**config.mk**
```make
export PLATFORM = sky130hd
export DESIGN_NAME = psum_writeback_flat
export DESIGN_NICKNAME = d
export VERILOG_FILES = /design/src/rtl/psum_writeback_if.sv /design/src/rtl/psum_writeback.sv /design/src/flat_wrapper.sv
export SDC_FILE = /design/constraint.sdc
export NUM_CORES = 1
export LEC_CHECK = 0
export BUFFER_PORTS_ARGS = -buffer_cell sky130_fd_sc_hd__buf_2
export CORE_UTILIZATION = 50
export DETAILED_ROUTE_END_ITERATION = 8
export PLACE_DENSITY = 0.81
export SYNTH_ARGS = -nofsm -noshare
export SYNTH_HDL_FRONTEND = slang
export SYNTH_SLANG_ARGS = --single-unit
```
**constraint.sdc**
```tcl
create_clock -name clk -period 6.1 [get_ports clk]
set_input_delay 0.305 -clock clk [delete_from_list [all_inputs] [get_ports clk]]
set_output_delay 0.305 -clock clk [all_outputs]
set_load 0.01 [all_outputs]
```
**src/rtl/psum_writeback_if.sv**
```systemverilog
// Control, OFIFO-drain and PSUM-SRAM signals of the partial-sum writeback engine.
// The master side is the controller/corelet environment; the slave side is the engine.
interface psum_writeback_if #(
  parameter int col     = 8,
  parameter int psum_bw = 16,
  parameter int addr_bw = 11
);
  logic                     start;
  logic [addr_bw-1:0]       base_addr;
  logic [addr_bw-1:0]       num_words;
  logic                     relu_en;
  logic                     ofifo_valid;
  logic [col*psum_bw-1:0]   ofifo_out;
  logic                     ofifo_rd;
  logic                     pmem_cen;
  logic                     pmem_wen;
  logic [addr_bw-1:0]       pmem_addr;
  logic [col*psum_bw-1:0]   pmem_d;
  logic                     busy;
  logic                     done;

  modport master (
    output start, base_addr, num_words, relu_en, ofifo_valid, ofifo_out,
    input  ofifo_rd, pmem_cen, pmem_wen, pmem_addr, pmem_d, busy, done
  );

  modport slave (
    input  start, base_addr, num_words, relu_en, ofifo_valid, ofifo_out,
    output ofifo_rd, pmem_cen, pmem_wen, pmem_addr, pmem_d, busy, done
  );
endinterface

```
**src/rtl/psum_writeback.sv**
```systemverilog
// Drains num_words partial-sum words from the corelet OFIFO into consecutive PSUM SRAM
// addresses, with optional per-lane ReLU, under a start/busy/done handshake.
module psum_writeback #(
  parameter int col     = 8,
  parameter int psum_bw = 16,
  parameter int addr_bw = 11
) (
  input  logic              clk,
  input  logic              reset,
  psum_writeback_if.slave   bus
);
  localparam int word_bw = col * psum_bw;

  typedef enum logic [1:0] {
    IDLE  = 2'd0,
    DRAIN = 2'd1,
    FLUSH = 2'd2,
    DONE  = 2'd3
  } state_t;

  state_t               state_reg;
  state_t               state_next;

  logic [addr_bw-1:0]   num_words_reg;
  logic [addr_bw-1:0]   cnt_reg;
  logic [addr_bw-1:0]   next_addr_reg;
  logic [addr_bw-1:0]   wr_addr_reg;
  logic                 relu_en_reg;
  logic                 valid_reg;
  logic [word_bw-1:0]   data_reg;
  logic [word_bw-1:0]   relu_word;

  logic                 accept;
  logic                 pop;
  logic                 last_pop;

  assign accept   = (state_reg == IDLE) && bus.start;
  assign pop      = (state_reg == DRAIN) && bus.ofifo_valid && (cnt_reg < num_words_reg);
  assign last_pop = pop && ((cnt_reg + addr_bw'(1)) == num_words_reg);

  // Lane-wise ReLU on the OFIFO head; negative lanes are zeroed, others pass untouched.
  genvar gi;
  generate
    for (gi = 0; gi < col; gi++) begin : g_relu
      logic [psum_bw-1:0] lane;
      assign lane = bus.ofifo_out[gi*psum_bw +: psum_bw];
      assign relu_word[gi*psum_bw +: psum_bw] =
        (relu_en_reg && lane[psum_bw-1]) ? '0 : lane;
    end
  endgenerate

  always_ff @(posedge clk or posedge reset) begin
    if (reset) begin
      state_reg <= IDLE;
    end else begin
      state_reg <= state_next;
    end
  end

  // A zero-length transfer still passes through FLUSH so that done lands two cycles
  // after start, the same tail latency as a transfer whose last pop was at cycle 0.
  always_comb begin
    state_next = state_reg;
    case (state_reg)
      IDLE: begin
        if (bus.start) begin
          state_next = (bus.num_words == '0) ? FLUSH : DRAIN;
        end
      end
      DRAIN: begin
        if (last_pop) begin
          state_next = FLUSH;
        end
      end
      FLUSH:   state_next = DONE;
      DONE:    state_next = IDLE;
      default: state_next = IDLE;
    endcase
  end

  always_ff @(posedge clk or posedge reset) begin
    if (reset) begin
      num_words_reg <= '0;
      cnt_reg       <= '0;
      next_addr_reg <= '0;
      wr_addr_reg   <= '0;
      relu_en_reg   <= 1'b0;
      valid_reg     <= 1'b0;
      data_reg      <= '0;
    end else begin
      valid_reg <= pop;
      if (accept) begin
        num_words_reg <= bus.num_words;
        relu_en_reg   <= bus.relu_en;
        next_addr_reg <= bus.base_addr;
        cnt_reg       <= '0;
      end
      // Address and data registers only move on a pop, so they hold between writes.
      if (pop) begin
        data_reg      <= relu_word;
        wr_addr_reg   <= next_addr_reg;
        next_addr_reg <= next_addr_reg + addr_bw'(1);
        cnt_reg       <= cnt_reg + addr_bw'(1);
      end
    end
  end

  assign bus.ofifo_rd  = pop;
  assign bus.pmem_cen  = ~valid_reg;
  assign bus.pmem_wen  = ~valid_reg;
  assign bus.pmem_addr = wr_addr_reg;
  assign bus.pmem_d    = data_reg;
  assign bus.busy      = (state_reg != IDLE);
  assign bus.done      = (state_reg == DONE);

`ifndef SYNTHESIS
  a_no_empty_pop: assert property (@(posedge clk) disable iff (reset)
    bus.ofifo_rd |-> bus.ofifo_valid);
  a_done_in_busy: assert property (@(posedge clk) disable iff (reset)
    bus.done |-> bus.busy);
`endif

endmodule
```
**src/flat_wrapper.sv**
```systemverilog
// flat-port wrapper written by rule: the top's interface ports become plain ports
module psum_writeback_flat 
#(
  parameter int col     = 8,
  parameter int psum_bw = 16,
  parameter int addr_bw = 11
)
  (clk, reset, bus_start, bus_base_addr, bus_num_words, bus_relu_en, bus_ofifo_valid, bus_ofifo_out, bus_ofifo_rd, bus_pmem_cen, bus_pmem_wen, bus_pmem_addr, bus_pmem_d, bus_busy, bus_done);
  psum_writeback_if #(.col(col), .psum_bw(psum_bw), .addr_bw(addr_bw)) bus_i ();
  input  logic clk;
  input  logic reset;
  input wire logic [$bits(bus_i.start)-1:0] bus_start;
  input wire logic [$bits(bus_i.base_addr)-1:0] bus_base_addr;
  input wire logic [$bits(bus_i.num_words)-1:0] bus_num_words;
  input wire logic [$bits(bus_i.relu_en)-1:0] bus_relu_en;
  input wire logic [$bits(bus_i.ofifo_valid)-1:0] bus_ofifo_valid;
  input wire logic [$bits(bus_i.ofifo_out)-1:0] bus_ofifo_out;
  output wire logic [$bits(bus_i.ofifo_rd)-1:0] bus_ofifo_rd;
  output wire logic [$bits(bus_i.pmem_cen)-1:0] bus_pmem_cen;
  output wire logic [$bits(bus_i.pmem_wen)-1:0] bus_pmem_wen;
  output wire logic [$bits(bus_i.pmem_addr)-1:0] bus_pmem_addr;
  output wire logic [$bits(bus_i.pmem_d)-1:0] bus_pmem_d;
  output wire logic [$bits(bus_i.busy)-1:0] bus_busy;
  output wire logic [$bits(bus_i.done)-1:0] bus_done;
  assign bus_i.start = bus_start;
  assign bus_i.base_addr = bus_base_addr;
  assign bus_i.num_words = bus_num_words;
  assign bus_i.relu_en = bus_relu_en;
  assign bus_i.ofifo_valid = bus_ofifo_valid;
  assign bus_i.ofifo_out = bus_ofifo_out;
  assign bus_ofifo_rd = bus_i.ofifo_rd;
  assign bus_pmem_cen = bus_i.pmem_cen;
  assign bus_pmem_wen = bus_i.pmem_wen;
  assign bus_pmem_addr = bus_i.pmem_addr;
  assign bus_pmem_d = bus_i.pmem_d;
  assign bus_busy = bus_i.busy;
  assign bus_done = bus_i.done;
  psum_writeback #(.col(col), .psum_bw(psum_bw), .addr_bw(addr_bw)) u_core (.clk(clk), .reset(reset), .bus(bus_i));
endmodule
```
==> run_results.csv, run 1 <==
group,metric,value,unit
sta,holdWs,0.0972,ns
placed_design,dp_hpwl,15.2,mm
clocking,holdBufCountCts,0,
yosys,synth_top_area_share,0.548,
floorplanning,core,15400,um^2
critical_path,end_kind,"output pin",
run,drv_cap,0,
clocking,clk-insertion-delay-late,0.42,ns
route,dr.pass1.iters,5,
grt,grt_pass1_wl,33.9,mm
sta,rsz0062_at_grt,"false",
route,wl,21.6,mm
sta,post-route-period-util,0.631,
yosys,synth_cell_types,60,
yosys,ys.flop_type,"dfrtp_1",
route,ant_nets,0,
yosys,postSynthAreaPerCell,9.07,um^2
route,via_per_inst,5.28,
critical_path,start_kind,"flop",
floorplanning,row_count,45,
clocking,htree_levels,4,
grt,grt_use_total,0.263,
final_layout,area.growth.synth_to_final,25.9,%
critical_path,ff2ff_path_depth,9,
final_layout,antenna_cells,0,
yosys,netlist_instances,887,
final_layout,largest_reg_flops,128,
critical_path,worst-path-max-fanout,73,
sta,tightest_slew,1.01,ns
sta,setup_viol,0,
critical_path,crit_required,5.79,ns
route,wl_per_cell,15.6,um
final_layout,drive_above_1_share,0.306,
route,vias,7295,
grt,grt.overflow.total,0,
sta,max_clock_freq,260,MHz
sta,finalHoldViolations,0,
yosys,ys_warn_count,0,
yosys,syn_area,8040,um^2
floorplanning,die_w,129,um
final_layout,final_cell_mix,"323 x nand2_1, 298 x buf_2, 176 x dfrtp_1, 133 x nand3_1, 29 x o21ai_0",
floorplanning,die_area,16600,um^2
pwr,p_leak,0.00553,uW
pwr,ir_worst_vdd,0.209,mV
critical_path,crit_type,"reg -> out",
yosys,synth_fp_nets,1060,
critical_path,arrival,3.55,ns
floorplanning,fp.dieH,129,um
critical_path,cp.depth,7,
worst_hold_path,hp-class,"in -> async",
sta,fin_crit,3.85,ns
run_status,outcome,"finished clean",
critical_path,critPathSlowestCell,"inv_4",
floorplanning,io-pin-count,299,
sta,setup-tns-final,0,ns
clocking,cts_sinks,176,
clocking,clockBufferDepth,2,
final_layout,fin_nets,1331,
clocking,cts_tree,"done",
grt,grt_start_max_net_pins,113,
yosys,synth.area.top_cells,"dfrtp_1 55%, nand2_1 15%, nand3_1 8.3%",
route,drc_errors,0,
floorplanning,start_util,0.521,
clocking,post_cts_buffers,0,
critical_path,cp_top_family,"buffers and inverters",
sta,slew_viol_final,0,
yosys,async_flop_share,1.00,
sta,slew_headroom,0.326,
pwr,powerDensity,285,nW/um^2
critical_path,path_buf_inv,2,
grt,grt_pass1_vias,6745,
critical_path,max_stage_delay,0.77,ns
placed_design,gp_congestion,0.848,
yosys,ys_ff_latch,176,
yosys,synth-seq-area-share,0.548,
grt,antenna_found_initial,1,
yosys,synth_top_area_cell,"dfrtp_1",
final_layout,final_common_cell,"nand2_1",
placed_design,port_buffers,298,
clocking,clkTransAtPathRegs,0.07,ns
yosys,synth-edff-count,0,
clocking,cts_made_buffers,17,
clocking,cts.repair.resized,0,
clocking,cts_root_buffer,"clkbuf_16",
critical_path,path_cells,"ha_1 -> a211oi_2 -> nor2_1 -> o31ai_2 -> nand2_4 -> inv_4 -> buf_2",
sta,finClkSkew,0.00996,ns
route,drt-initial-drc-count,408,
[metrics by stage]
step / utilization / worst slack (ns) / power (uW) / instances / area (um^2)
3_3_place_gp: 0.620 / 2.40 / 1860 / 1350 / 9570
6_report: 0.656 / 2.25 / 2890 / 1382 / 10100
4_1_cts: 0.656 / 2.23 / 2910 / 1382 / 10100
5_1_grt: 0.656 / 2.01 / 3030 / 1382 / 10100
3_5_place_dp: 0.620 / 2.37 / 1880 / 1350 / 9570
2_1_floorplan: - / 1.02 / 1660 / 887 / 8040
[cell type report]
class,instances,area [um^2]
inverter,24,97.6
timing repair buffer,304,1540
clock buffer,21,450
multi-input combinational,635,3270
sequential,176,4400
fill,1322,5300
tap,211,264
clock inverter,11,105
[synthesized netlist by cell type, types with 4 or more instances]
master      n
a21oi_1    14
nand3_1   133
nor3_1     10
xor2_1      5
o21ai_1     4
nor2_1      5
dfrtp_1   176
o21ai_0    29
ha_1       18
inv_1      23
clkbuf_1   24
a21o_1      4
nand4_1     4
nand3b_1   10
xnor2_1     5
buf_2      11
and3_1      8
nand2_1   323
buf_4      14
[report_power, final]
group	internal [uW]	switching [uW]	leakage [uW]
logic	195	276	0.00316
clock network	576	453	0.000260
registers	1290	93.8	0.00211
total	2060	822	0.00553
[worst reg2reg max path: stages (launching register included)]
cell	delay, ns
dfrtp_1	0.46
ha_1	0.36
a211oi_2	0.26
nor2_1	0.11
o31ai_2	0.37
nand2_4	0.47
inv_4	0.84
buf_4	0.54
a21oi_1	0.14
mux2i_1	0.17
[kinds of logic (layout without fill, tap and decap cells)]
kind of cell    count (synthesis)  in the layout  share of synthesized area
compound gates                 83             83                     0.0741
xor+xnor                       10             10                     0.0109
fa+ha+maj                      18             18                     0.0280
buf+inv                        76            360                     0.0465
flops                         176            176                      0.548
mux                             5              5                    0.00653
simple gates                  519            519                      0.286
[path summary, 6_finish.rpt]
| check | from | to | slack, ns |
|---|---|---|---|
| max | u_core.cnt_reg[4] | bus_ofifo_rd | 2.25 |
| min | reset | u_core.bus.pmem_d[50] | 0.1 |
| max reg2reg | u_core.cnt_reg[4] | u_core.cnt_reg[6] | 2.32 |
| min reg2reg | u_core.bus.pmem_d[126] | u_core.bus.pmem_d[126] | 0.46 |
| max in group asynchronous | reset | u_core.bus.pmem_d[54] | 4.61 |
| min in group clk | bus_ofifo_out[105] | u_core.bus.pmem_d[105] | 0.10 |
[metal layers]
| layer | track usage | up-vias | wire (um) |
|---|---|---|---|
| li1 | - | 3504 | - |
| met1 | 0.327 | 3474 | 8900 |
| met2 | 0.443 | 273 | 10700 |
| met3 | 0.0686 | 42 | 1520 |
| met4 | 0.0907 | 2 | 500 |
| met5 | 0 | - | 11 |
(Power assumes the default switching activity.)
==> inputs of run 2 (changes only) <==
Clock period 6.1 ns to 3.8 ns, I/O delays scaled along.
==> run 2 against run 1 <==
Against the previous run:
- clock skew increased by 0.00052 ns
- largest power group unchanged
- critical path depth unchanged
- count of clock-buffer cells in the layout is 2 lower
- cell count increased by 8.8%
- global-route usage rose by 4.1 points
- combinational power increased by 87%
==> run_results.csv, run 2 (synthesized netlist as in run 1, its figures left out) <==
group,metric,value,unit
worst_hold_path,worstHoldEndpoint,"u_core.bus.pmem_d[48]",
critical_path,worst-path-max-fanout,55,
worst_hold_path,hp-class,"in -> reg",
route,drt-initial-drc-count,557,
route,vias,8070,
clocking,htree_levels,4,
floorplanning,core,15400,um^2
final_layout,area.growth.synth_to_final,42.0,%
floorplanning,start_util,0.521,
critical_path,rr_endpoint,"u_core.cnt_reg[8]",
pwr,powerDensity,434,nW/um^2
final_layout,final_common_cell,"nand2_1",
critical_path,ff2ff_path_depth,9,
placed_design,port_buffers,298,
clocking,cts_root_buffer,"clkbuf_16",
floorplanning,die_area,16600,um^2
final_layout,final_cell_mix,"323 x nand2_1, 298 x buf_2, 176 x dfrtp_1, 133 x nand3_1, 115 x dlygate4sd3_1",
worst_hold_path,min_from,"bus_ofifo_out[48]",
grt,grt_pass1_vias,7798,
final_layout,drive_above_1_share,0.283,
final_layout,largest_reg_flops,128,
clocking,clkTransAtPathRegs,0.06,ns
sta,rsz0062_at_grt,"false",
route,wl_per_cell,16.9,um
sta,slew_headroom,0.256,
clocking,cts_sinks,176,
run_status,outcome,"finished clean",
worst_hold_path,holdPathStages,3,
critical_path,path_buf_inv,2,
route,ant_nets,0,
critical_path,max_stage_delay,0.59,ns
clocking,cts_made_buffers,17,
clocking,clk-insertion-delay-late,0.42,ns
sta,setup-tns-final,0,ns
sta,tightest_slew,1.12,ns
grt,antenna_found_initial,0,
critical_path,arrival,3.14,ns
clocking,cts.repair.resized,0,
run,drv_cap,0,
clocking,clockBufferDepth,2,
sta,post-route-period-util,0.876,
critical_path,crit_required,3.61,ns
route,dr.pass1.iters,5,
grt,grt_pass1_wl,39.0,mm
clocking,holdBufCountCts,115,
clocking,cts_tree,"done",
sta,max_clock_freq,301,MHz
route,drc_errors,0,
sta,fin_crit,3.33,ns
grt,grt.overflow.total,0,
grt,grt_start_max_net_pins,72,
route,wl,25.3,mm
final_layout,fin_nets,1450,
critical_path,crit_type,"reg -> out",
sta,holdWs,0.00425,ns
critical_path,end_kind,"output pin",
floorplanning,io-pin-count,299,
pwr,p_leak,0.00608,uW
placed_design,dp_hpwl,15.5,mm
sta,slew_viol_final,0,
route,via_per_inst,5.37,
critical_path,cp_top_family,"buffers and inverters",
floorplanning,row_count,45,
critical_path,start_kind,"flop",
sta,finClkSkew,0.0105,ns
pwr,ir_worst_vdd,0.325,mV
critical_path,path_cells,"ha_1 -> o21ai_0 -> nor2_1 -> o31ai_2 -> nand2_4 -> inv_4 -> buf_2",
critical_path,rrSetupSlack,0.55,ns
clocking,post_cts_buffers,0,
sta,setup_viol,0,
critical_path,reg2reg_from,"u_core.cnt_reg[5]",
critical_path,critPathSlowestCell,"dfrtp_1",
placed_design,gp_congestion,0.889,
grt,grt_use_total,0.304,
final_layout,fillers,1067,
floorplanning,fp.dieH,129,um
floorplanning,die_w,129,um
sta,finalHoldViolations,0,
run 2: cell count changes in the layout (fill, tap and decap cells not counted), sizes merged:
| cell | delta |
|---|---|
| dlygate4sd3 | +115 |
| buf | +4 |
| bufinv | +2 |
| clkbuf | -2 |
| diode | +2 |
| clkinv | -1 |
| inv | +1 |
run 2: layout make-up:
| cell class | count | area (um^2) | area share |
|---|---|---|---|
| sequential | 176 | 4400 | 0.386 |
| multi-input combinational | 635 | 3270 | 0.286 |
| timing repair buffer | 423 | 2760 | 0.241 |
| clock buffer | 19 | 453 | 0.0397 |
| tap | 211 | 264 | 0.0231 |
| clock inverter | 13 | 173 | 0.0151 |
| inverter | 24 | 96.3 | 0.00844 |
| antenna | 2 | 5.00 | 0.000438 |
run 2: report_power, final:
group          internal (uW)  switching, uW  total [uW]
Clock                   1080            758        1840
Sequential              2070            159        2230
Combinational            397            483         880
run 2: worst max path at each step:
stage	start	end	slack, ns	depth (start not counted)
2_1_floorplan	reset	u_core.bus.pmem_addr[0]	1.36	1
3_3_place_gp	u_core.cnt_reg[5]	u_core.cnt_reg[8]	0.73	9
3_5_place_dp	u_core.cnt_reg[5]	u_core.cnt_reg[8]	0.63	9
4_1_cts	u_core.cnt_reg[5]	bus_ofifo_rd	0.50	7
5_1_grt	u_core.cnt_reg[5]	bus_ofifo_rd	0.27	7
6_report	u_core.cnt_reg[5]	bus_ofifo_rd	0.47	7
run 2: layer usage:
| layer | part of all wire | global-route usage | up-vias |
|---|---|---|---|
| met5 | 0 | 0 | - |
| met4 | 0.042 | 0.172 | 0 |
| met3 | 0.081 | 0.0744 | 90 |
| met2 | 0.49 | 0.507 | 417 |
| met1 | 0.39 | 0.360 | 3806 |
| li1 | - | - | 3757 |
run 2: stage by stage:
stage | instance area (um^2) | worst slack, ns | utilization | power (uW) | cells
6_report | 11400 | 0.472 | 0.740 | 4950 | 1503
4_1_cts | 11400 | 0.496 | 0.740 | 4960 | 1501
3_3_place_gp | 9640 | 0.730 | 0.625 | 3000 | 1354
3_5_place_dp | 9640 | 0.634 | 0.625 | 3030 | 1354
2_1_floorplan | 8050 | 1.36 | - | 2660 | 887
5_1_grt | 11400 | 0.267 | 0.740 | 5170 | 1501
run 2: worst register-to-register path: cells and delay by family, from the launching register on:
family,cells,cell delay (ns)
AO/OA/AOI/OAI,4,0.88
adder cells (fa/ha/maj),1,0.32
buffers and inverters,2,0.95
flip-flops,1,0.59
AND/OR/NAND/NOR,2,0.42
==> inputs of run 3 (changes only) <==
Settings changed: CORE_UTILIZATION 50 to 45, PLACE_DENSITY 0.81 to 0.74.
==> run 3 against run 2 <==
Against the previous run:
- non-clock buffer count up 7
- via count decreased by 1.3%
- design area up 1.1%
- hold slack better by 0.0071 ns
- first-iteration DRC count grew 8.6%
- wire length shrank 0.63%
- die area grew 11%
- largest power group unchanged
- cell count up 1.4%
==> run_results.csv, run 3 (synthesized netlist as in run 1, its figures left out) <==
group,metric,value,unit
pwr,swShare,0.279,
clocking,post_cts_buffers,0,
clocking,clkTransAtPathRegs,0.07,ns
floorplanning,fp.dieH,136,um
grt,grt.busiest_layer,"met2",
route,dr.pass1.iters,5,
pwr,p_sw,1400,uW
grt,antenna_found_initial,2,
grt,grt_pass1_vias,7600,
critical_path,worst-path-max-fanout,36,
worst_hold_path,hp-class,"in -> reg",
grt,grt_use_total,0.270,
clocking,holdBufCountCts,124,
final_layout,drive_above_1_share,0.279,
clocking,clockBufferDepth,2,
final_layout,largest_reg_flops,128,
final_layout,postLayoutCoreUtil,0.665,
final_layout,final_common_cell,"nand2_1",
sta,setup-tns-final,0,ns
sta,slew_headroom,0.313,
grt,grt_use_met1,0.326,
grt,grt.overflow.total,0,
route,drt-initial-drc-count,605,
clocking,htree_levels,4,
clocking,cts_made_buffers,17,
clocking,cts.repair.resized,0,
route,wl_per_cell,16.5,um
grt,grt_pass1_wl,38.4,mm
critical_path,crit_required,3.61,ns
sta,fin_crit,3.26,ns
route,drc_errors,0,
floorplanning,row_count,48,
floorplanning,io-pin-count,299,
sta,post-route-period-util,0.859,
clocking,clk-insertion-delay-late,0.43,ns
route,ant_nets,0,
critical_path,crit_type,"reg -> out",
pwr,ir_worst_vdd,0.315,mV
sta,tightest_slew,1.03,ns
placed_design,dp_hpwl,15.9,mm
clocking,cts_sinks,176,
sta,finClkSkew,0.0114,ns
floorplanning,start_util,0.463,
grt,use_met3,0.0741,
sta,max_clock_freq,306,MHz
pwr,internal-power,3610,uW
pwr,p_comb_frac,0.176,
route,wl,25.2,mm
pwr,power_frac_clock,0.380,
route,vias,7963,
final_layout,seqCellArea,4400,um^2
floorplanning,core,17400,um^2
clocking,cts_tree,"done",
clocking,cts_root_buffer,"clkbuf_16",
critical_path,start_kind,"flop",
sta,rsz0062_at_grt,"false",
placed_design,gp_congestion,0.860,
final_layout,fin_nets,1457,
grt,grt_start_max_net_pins,85,
final_layout,fillers,1306,
critical_path,end_kind,"output pin",
floorplanning,die_w,136,um
sta,finalHoldViolations,0,
placed_design,port_buffers,298,
critical_path,arrival,3.07,ns
sta,setup_viol,0,
pwr,p_leak,0.00612,uW
floorplanning,die_area,18400,um^2
grt,grt_use_met2,0.441,
pwr,powerDensity,434,nW/um^2
final_layout,area.growth.synth_to_final,43.5,%
run,drv_cap,0,
final_layout,final_cell_mix,"323 x nand2_1, 298 x buf_2, 176 x dfrtp_1, 133 x nand3_1, 124 x dlygate4sd3_1",
pwr,seqPwrFrac,0.444,
final_layout,multiInputGateArea,3270,um^2
sta,slew_viol_final,0,
route,via_per_inst,5.23,
run_status,outcome,"finished clean",
[run 3: power by group through the flow]
stage / logic [uW] / clock network, uW / registers [uW]
5_1_grt: 976 / 2010 / 2250
3_5_place_dp: 771 / 0 / 2250
2_1_floorplan: 354 / 0 / 2310
3_3_place_gp: 757 / 0 / 2250
4_1_cts: 873 / 1930 / 2220
6_report: 881 / 1900 / 2230
[run 3: worst max-delay path, cell delays in order, from the launching register on]
cell and delay, ns:
dfrtp_1 0.47, ha_1 0.37, a211oi_2 0.23, nor2_1 0.09, o31ai_2 0.36, nand2_4 0.30, inv_4 0.40, buf_12 0.25
buf_2 0.16
[run 3: final cells by class]
cell class | count | share of cell area
Sequential cell | 176 | 0.382
Multi-Input combinational cell | 635 | 0.283
Timing Repair Buffer | 430 | 0.246
Clock buffer | 19 | 0.0384
Tap cell | 225 | 0.0244
Clock inverter | 13 | 0.0171
Inverter | 24 | 0.00835
Antenna cell | 2 | 0.000434
[run 3: per-layer routing]
| layer | wire [um] | vias to the layer above | part of all wire |
|---|---|---|---|
| li1 | - | 3777 | - |
| met1 | 10100 | 3754 | 0.40 |
| met2 | 12300 | 366 | 0.49 |
| met3 | 1860 | 66 | 0.074 |
| met4 | 949 | 0 | 0.038 |
| met5 | 0 | - | 0 |
[run 3: path summary, 6_finish.rpt]
kind                       depth (start not counted)  slack, ns                   from                     end
max                                                8       0.54      u_core.cnt_reg[4]            bus_ofifo_rd
min                                                3       0.01      bus_ofifo_out[94]   u_core.bus.pmem_d[94]
max reg2reg                                        9       0.82      u_core.cnt_reg[4]   u_core.bus.pmem_d[67]
min reg2reg                                        2       0.46  u_core.bus.pmem_d[32]   u_core.bus.pmem_d[32]
max in group asynchronous                          4       2.36                  reset   u_core.bus.pmem_d[17]
min in group asynchronous                          3       0.51                  reset  u_core.bus.pmem_d[118]
[run 3: through the flow]
step | instances | setup slack [ns] | area [um^2] | total power [uW] | hold WS (ns)
detailed placement | 1366 | 0.849 | 9650 | 3020 | 0.414
global placement | 1366 | 0.904 | 9650 | 3000 | 0.409
global route | 1524 | 0.303 | 11500 | 5240 | 0.00798
floorplan | 887 | 1.36 | 8050 | 2660 | 0.307
finish | 1524 | 0.536 | 11500 | 5010 | 0.0113
CTS | 1522 | 0.540 | 11500 | 5020 | 0.000517
